**config.mk**
```make
export PLATFORM = sky130hd
export DESIGN_NAME = rate_divider_flat
export DESIGN_NICKNAME = d
export VERILOG_FILES = /design/src/rtl/rate_divider_if.sv /design/src/rtl/rate_divider.sv /design/src/flat_wrapper.sv
export SDC_FILE = /design/constraint.sdc
export NUM_CORES = 1
export LEC_CHECK = 0
export BUFFER_PORTS_ARGS = -buffer_cell sky130_fd_sc_hd__buf_2
export CORE_UTILIZATION = 65
export DETAILED_ROUTE_END_ITERATION = 8
export PLACE_DENSITY = 0.94
export SLEW_MARGIN = 0
export SYNTH_ARGS = -nofsm -noshare
export SYNTH_HDL_FRONTEND = slang
export SYNTH_SLANG_ARGS = --single-unit
```
**constraint.sdc**
```tcl
create_clock -name clk -period 3.9 [get_ports clk]
set_input_delay 0.195 -clock clk [delete_from_list [all_inputs] [get_ports clk]]
set_output_delay 0.195 -clock clk [all_outputs]
set_load 0.03 [all_outputs]
```
**src/rtl/rate_divider_if.sv**
```systemverilog
// rtl/rate_divider_if.sv - control and output bundle for the multi-channel rate divider
interface rate_divider_if #(
    parameter int NUM_CH = 2,
    parameter int CNT_W  = 8
);
    logic              enable;
    logic              sync_clr;
    logic              load;
    logic [2:0]        ch_sel;
    logic [CNT_W-1:0]  div_val;
    logic              mode_val;
    logic [NUM_CH-1:0] ch_tick;
    logic [NUM_CH-1:0] ch_lvl;

    modport master (
        output enable, sync_clr, load, ch_sel, div_val, mode_val,
        input  ch_tick, ch_lvl
    );

    modport slave (
        input  enable, sync_clr, load, ch_sel, div_val, mode_val,
        output ch_tick, ch_lvl
    );
endinterface

```
**src/rtl/rate_divider.sv**
```systemverilog
// rtl/rate_divider.sv - independent per-channel clock-enable dividers with pulse/toggle outputs
module rate_divider #(
    parameter int NUM_CH  = 2,
    parameter int CNT_W   = 8,
    parameter int DEF_DIV = 4
) (
    input  logic           clk,
    input  logic           n_rst,
    rate_divider_if.slave  bus
);
    logic [CNT_W-1:0]  cnt      [NUM_CH];
    logic [CNT_W-1:0]  act_div  [NUM_CH];
    logic [CNT_W-1:0]  pend_div [NUM_CH];
    logic [NUM_CH-1:0] act_mode;
    logic [NUM_CH-1:0] pend_mode;
    logic [NUM_CH-1:0] lvl;
    logic [NUM_CH-1:0] tick_r;
    logic [NUM_CH-1:0] lvl_r;

    logic [CNT_W-1:0]  cnt_nx      [NUM_CH];
    logic [CNT_W-1:0]  act_div_nx  [NUM_CH];
    logic [CNT_W-1:0]  pend_div_nx [NUM_CH];
    logic [NUM_CH-1:0] act_mode_nx;
    logic [NUM_CH-1:0] pend_mode_nx;
    logic [NUM_CH-1:0] lvl_nx;
    logic [NUM_CH-1:0] tick_nx;
    logic [NUM_CH-1:0] out_lvl_nx;

    // Per-channel next state: pending capture, wrap detection, commit and level update
    always_comb begin
        for (int i = 0; i < NUM_CH; i++) begin
            logic             hit;
            logic             wrap;
            logic             commit;
            logic [CNT_W-1:0] new_div;
            logic             new_mode;

            // ch_sel values at or above NUM_CH never match any channel index
            hit      = bus.load && (bus.ch_sel == 3'(i));
            new_div  = hit ? bus.div_val  : pend_div[i];
            new_mode = hit ? bus.mode_val : pend_mode[i];
            wrap     = bus.enable && (act_div[i] != '0) && (cnt[i] == act_div[i] - CNT_W'(1));
            // A disabled channel takes a write immediately since it will never wrap
            commit   = bus.sync_clr || wrap || ((act_div[i] == '0) && hit);

            pend_div_nx[i]  = new_div;
            pend_mode_nx[i] = new_mode;
            act_div_nx[i]   = commit ? new_div  : act_div[i];
            act_mode_nx[i]  = commit ? new_mode : act_mode[i];

            if (commit)
                cnt_nx[i] = '0;
            else if (bus.enable && (act_div[i] != '0))
                cnt_nx[i] = cnt[i] + CNT_W'(1);
            else
                cnt_nx[i] = cnt[i];

            tick_nx[i] = wrap && !bus.sync_clr;

            lvl_nx[i] = (wrap && act_mode[i]) ? ~lvl[i] : lvl[i];
            // Mode change or disabling restarts the square wave from low
            if (commit && ((new_mode != act_mode[i]) || (new_div == '0)))
                lvl_nx[i] = 1'b0;
            if (bus.sync_clr)
                lvl_nx[i] = 1'b0;

            out_lvl_nx[i] = act_mode_nx[i] ? lvl_nx[i] : tick_nx[i];
        end
    end

    // State and registered outputs; async reset restores the default configuration
    always_ff @(posedge clk or negedge n_rst) begin
        if (!n_rst) begin
            for (int i = 0; i < NUM_CH; i++) begin
                cnt[i]      <= '0;
                act_div[i]  <= CNT_W'(DEF_DIV);
                pend_div[i] <= CNT_W'(DEF_DIV);
            end
            act_mode  <= '0;
            pend_mode <= '0;
            lvl       <= '0;
            tick_r    <= '0;
            lvl_r     <= '0;
        end else begin
            for (int i = 0; i < NUM_CH; i++) begin
                cnt[i]      <= cnt_nx[i];
                act_div[i]  <= act_div_nx[i];
                pend_div[i] <= pend_div_nx[i];
            end
            act_mode  <= act_mode_nx;
            pend_mode <= pend_mode_nx;
            lvl       <= lvl_nx;
            tick_r    <= tick_nx;
            lvl_r     <= out_lvl_nx;
        end
    end

    assign bus.ch_tick = tick_r;
    assign bus.ch_lvl  = lvl_r;
endmodule
```
**src/flat_wrapper.sv**
```systemverilog
// flat-port wrapper written by rule: the top's interface ports become plain ports
module rate_divider_flat 
#(
    parameter int NUM_CH  = 2,
    parameter int CNT_W   = 8,
    parameter int DEF_DIV = 4
)
  (clk, n_rst, bus_enable, bus_sync_clr, bus_load, bus_ch_sel, bus_div_val, bus_mode_val, bus_ch_tick, bus_ch_lvl);
  rate_divider_if #(.NUM_CH(NUM_CH), .CNT_W(CNT_W)) bus_i ();
  input  logic clk;
  input  logic n_rst;
  input wire logic [$bits(bus_i.enable)-1:0] bus_enable;
  input wire logic [$bits(bus_i.sync_clr)-1:0] bus_sync_clr;
  input wire logic [$bits(bus_i.load)-1:0] bus_load;
  input wire logic [$bits(bus_i.ch_sel)-1:0] bus_ch_sel;
  input wire logic [$bits(bus_i.div_val)-1:0] bus_div_val;
  input wire logic [$bits(bus_i.mode_val)-1:0] bus_mode_val;
  output wire logic [$bits(bus_i.ch_tick)-1:0] bus_ch_tick;
  output wire logic [$bits(bus_i.ch_lvl)-1:0] bus_ch_lvl;
  assign bus_i.enable = bus_enable;
  assign bus_i.sync_clr = bus_sync_clr;
  assign bus_i.load = bus_load;
  assign bus_i.ch_sel = bus_ch_sel;
  assign bus_i.div_val = bus_div_val;
  assign bus_i.mode_val = bus_mode_val;
  assign bus_ch_tick = bus_i.ch_tick;
  assign bus_ch_lvl = bus_i.ch_lvl;
  rate_divider #(.NUM_CH(NUM_CH), .CNT_W(CNT_W), .DEF_DIV(DEF_DIV)) u_core (.clk(clk), .n_rst(n_rst), .bus(bus_i));
endmodule
```
* Yosys cells after proc, flatten, opt, wreduce, memory -nomap -nowiden
Cells that the tools add are included.
** Storage, ports and cells
- Bits in registers :: 58
** Cells by class
- Add/sub/neg operators :: 4
- Equal/unequal tests :: 5
- Multiplexer cells :: 18
- Bitwise gates (word level) :: 2
- Reductions and logical operators :: 30
** Operators with widths (count)
- two-way mux 8 bit :: 6
- logical NOT 8 bit :: 4
- adder 8 x 1 -> 8 bit, second input constant :: 2
- == test 8 bit :: 2
- nonzero test 8 bit :: 2
- subtractor 8 x 1 -> 8 bit, second input constant :: 2
- logical AND 1 bit :: 14
- two-way mux 1 bit :: 12
- logical OR 1 bit :: 6
- nonzero test 2 bit :: 2
- == test 3 x 1 -> 1 bit, second input constant :: 1
- logical NOT 3 bit :: 1
- != test 1 bit :: 2
- inverter 1 bit :: 2
- logical NOT 1 bit :: 1

* Logic depth before layout (Yosys ltp)
- Depth after elaboration :: 9
- Depth in mapped cells :: 10

* Least setup slack after synthesis
OpenSTA, ideal clock, no wires.
- Path type :: register -> register
- Start point :: register u_core.act_div[0] in the netlist's numbering
- End point :: register u_core.act_div[0] in the netlist's numbering
- Library setup time :: 0.127 ns
- Arrival time :: 2.384 ns
- Slack :: 1.389 ns
- Cell stages (with the launch flop) :: 10
- Clock period less this slack :: 2.511 ns
- Cells stage by stage :: dfrtp_1 > inv_1 > ha_1 > or3_1 > a311oi_1 > a31oi_1 > nor4_2 > a311o_1 > buf_6 > mux2_1
** Between the ends
- Word-level cells in the longest chain between the ends :: 5
** Ends and longest elaborated chain
- from (decl) :: RTL line rate_divider.sv:12 : logic [CNT_W-1:0] act_div [NUM_CH];
- from (signal, indexed assignment) :: RTL line rate_divider.sv:76 : act_div[i] <= CNT_W'(DEF_DIV);
- from (signal, indexed assignment) :: RTL line rate_divider.sv:87 : act_div[i] <= act_div_nx[i];
- subtractor 8 x 1 -> 8 bit or nonzero test 8 bit (tied branches) :: RTL line rate_divider.sv:42 : wrap = bus.enable && (act_div[i] != '0) && (cnt[i] == act_div[i] - CNT_W'(1));
- == test 8 bit or logical AND 1 bit (tied branches) :: RTL line rate_divider.sv:42
- logical AND 1 bit :: RTL line rate_divider.sv:42
- logical OR 1 bit :: RTL line rate_divider.sv:44 : commit = bus.sync_clr || wrap || ((act_div[i] == '0) && hit);
- logical OR 1 bit (*) :: RTL line rate_divider.sv:44
Every way passes the cells marked *; elsewhere a longest branch is shown, timed or not.
A chain may end at the register's enable or synchronous reset.

* Final worst setup path
- Start point :: register u_core.act_div[0] in the netlist's numbering
- End point :: register u_core.act_div[1] in the netlist's numbering
The elaborated chain is that of the path after synthesis.

==> reports/summary.txt <==
Most frequent cells after synthesis - dfrtp_1 (54), nand2_1 (40), nor2_1 (39), xor2_1 (18), xnor2_1 (16)
Ant diodes - 0
Post-Syn Nets - 341
Nets@finish - 362
Cts bufs inserted - 9
Worst Path Required - 4.11 ns
CTS sink cnt - 58
Synth area leaders - dfrtp_1 (43%), xor2_1 (5.0%), nand2_1 (4.8%)
Startpoint Class - flop
Final HPWL DP - 4841 um
Largest net degree at the start of global routing - 59
Vias in the first global route - 2555
Hold/Removal Path Class - in -> async
Die W - 71.66 um
Die area - 5135 sq um
Placer Congestion - 0.8852
Post-route cell area - 3488 sq um
Main synth FF type - dfrtp_1
Fin. Hold Viols - 7
Initial Utilization - 0.7003
CTS Root Cell - clkbuf_8
Maxcap violations - 0
First-pass GRT wire length - 11200 um
DRT Pass-1 Iters - 4
Vias per Instance - 6.129
Power per standard cell area - 505.7 nW/um^2
Crit Path Max Fanout - 15
Outcome - complete, but fails checks
Core ar. - 4504 sq um
Die height - 71.66 um
Hold_ws - -0.01251 ns
CTS resizes - 0
Ys async rst share - 1.000
Crit path DAT - 3.27 ns
Hold_buf cts - 0
Syn_area_per_cell - 9.919 sq um
# fillers - 282
Detailed Route WL - 6680 um
Max VDD drop - 0.3863 mV
Mapped Cells - 318
Clock Latency Late Sink - 0.33 ns
Post-DRT Antenna Nets - 0
Synthesized flop and latch total - 58
# DRC - 0
Port-buffer cells - 20
Met3 Use GR - 0.07595
Seq. cell area - 1456 sq um
Post-layout util - 0.7744
I/O pin count - 21
Starting DRT DRC Count - 119
Count leader, synth - dfrtp_1
Endpoints failing setup - 0
Final period util - 0.7853
Met1 usage - 0.3121
H-tree Lvls - 3
Netlist cell types - 55
Placed insts - 380
Min Clock Period, post-route - 3.063 ns
Share of layout cells above drive strength 1 - 0.1948
Post-Route Skew - 0.005814 ns
Seq/Total Area, Yosys - 0.4617
Number of synthesized flops with an enable pin - 0
Post-Layout Cell Count - 396
Tot GR Track Use - 0.2905
Pleak - 1.546 nW
Post-DP Area - 3251 sq um
Share of the synthesized area in the top cell type - 0.4284
RSZ-0062 raised after global routing - no
Failing checks - hold timing
Crit path kind - reg -> reg
Crit path capture type - flop
Vias post-DR - 2427
Cell taking the most area after synthesis - dfrtp_1
TritonCTS clock tree - yes
Max Clk Rate - 0.3265 GHz
Drt wl/cell - 16.87 um
Met2 usage - 0.5262
Area of the multi-input gates - 1550 sq um
Number of setup buffers added after CTS - 0
Synth warnings - 0
Row cnt - 24
Max-slew headroom - 0.5248
Initial antenna violation count - 0
Setup TNS - 0 ns
GR peak layer - met2
GR Overflow Total - 0
Max clock buf depth - 2
Mapped Area - 3154 sq um
Area grow syn2layout - 10.59%
Reg clk slew, reported paths - 0.06 ns
Worst-margin pin slew - 0.7129 ns
Final Slew Violations - 0
[critical path, stage by stage (launching register included)]
cell and delay (ns):
dfrtp_1 0.42, inv_1 0.09, ha_1 0.19, nor4b_1 0.16, a21boi_1 0.47, o2111ai_1 0.23
nor4_2 0.44, a311o_1 0.32, buf_4 0.27, mux2_1 0.36
[flip-flops by register name, summed over array words and instances, names as in the netlist]
signal and count:
u_core.act_div 16, u_core.act_mode 2, u_core.bus.ch_lvl 2, u_core.bus.ch_tick 2
u_core.cnt 16, u_core.lvl 2, u_core.pend_div 16, u_core.pend_mode 2
[power by group]
| part | internal, mW | switching [mW] | total [mW] |
|---|---|---|---|
| clock network | 0.411 | 0.231 | 0.642 |
| registers | 0.693 | 0.0880 | 0.781 |
| logic | 0.153 | 0.189 | 0.341 |
[final timing paths]
kind	slack, ns	endpoint	depth (start not counted)	startpoint
worst min register to register	0.52	u_core.pend_div[8]$_DFF_PN0_	2	u_core.pend_div[8]$_DFF_PN0_
worst max-delay path	0.84	u_core.act_div[1]$_DFFE_PN0N_	9	u_core.act_div[0]$_DFFE_PN0N_
min in group clk	0.12	u_core.bus.ch_tick[1]$_DFF_PN0_	2	bus_sync_clr
worst max register to register	0.84	u_core.act_div[1]$_DFFE_PN0N_	9	u_core.act_div[0]$_DFFE_PN0N_
max in group asynchronous	3.43	u_core.cnt[3]$_DFFE_PN0P_	2	n_rst
worst min-delay path	-0.01	u_core.cnt[15]$_DFFE_PN0P_	2	n_rst
[stage by stage]
step           total power, mW  hold slack, ns  worst slack (ns)
5_1_grt                  1.852         0.05632            0.6545
6_report                 1.764        -0.01251            0.8374
3_3_place_gp             1.098          0.3711             1.042
3_5_place_dp             1.126          0.3726            0.8480
2_1_floorplan            1.032         -0.1006             1.389
4_1_cts                  1.768         0.01067            0.8438
[cells by family (layout without fill, tap and decap cells)]
group,count (synthesis),in the layout,share of synthesized area
multiplexers,20,20,0.06982
flip-flops,58,58,0.4617
XOR/XNOR,34,34,0.09441
AND/OR/NAND/NOR,132,132,0.2118
adder cells (fa/ha/maj),6,6,0.02380
AO/OA/AOI/OAI,41,41,0.09163
buffers and inverters,27,53,0.04681
[cells in the final DEF, fill, tap and decap left out, types with 3 or more instances in the layout]
| cell type | Yosys | layout |
|---|---|---|
| xnor2_1 | 16 | 16 |
| buf_4 | 1 | 4 |
| clkbuf_8 | 0 | 12 |
| ha_1 | 6 | 6 |
| mux2_1 | 8 | 8 |
| or2_2 | 3 | 3 |
| nand3_1 | 6 | 6 |
| buf_2 | 3 | 20 |
| nor3_1 | 5 | 5 |
| a31oi_1 | 10 | 10 |
| nor2_1 | 39 | 39 |
| o21ai_0 | 9 | 9 |
| nand2_1 | 40 | 40 |
| xor2_1 | 18 | 18 |
| inv_1 | 13 | 13 |
| and4_1 | 3 | 3 |
| mux2i_1 | 4 | 4 |
| dfrtp_1 | 54 | 54 |
| dfstp_2 | 4 | 4 |
| nand4_1 | 8 | 8 |
| nor4_1 | 5 | 5 |
| a21oi_1 | 5 | 5 |
| or3_1 | 4 | 4 |
| mux2_2 | 8 | 8 |
[layout make-up]
type / count / share of cell area
multi-input combinational: 233 / 0.4444
clock inverter: 4 / 0.02080
sequential: 58 / 0.4175
tap: 52 / 0.01865
timing repair buffer: 24 / 0.03730
inverter: 13 / 0.01399
clock buffer: 12 / 0.04735
[metal layers]
layer / vias to the layer above / wire (um)
li1: 1151 / -
met1: 1192 / 2660
met2: 65 / 3577
met3: 19 / 263
met4: 0 / 179
met5: - / 0
Note: power is estimated with default switching activity, not from simulation.
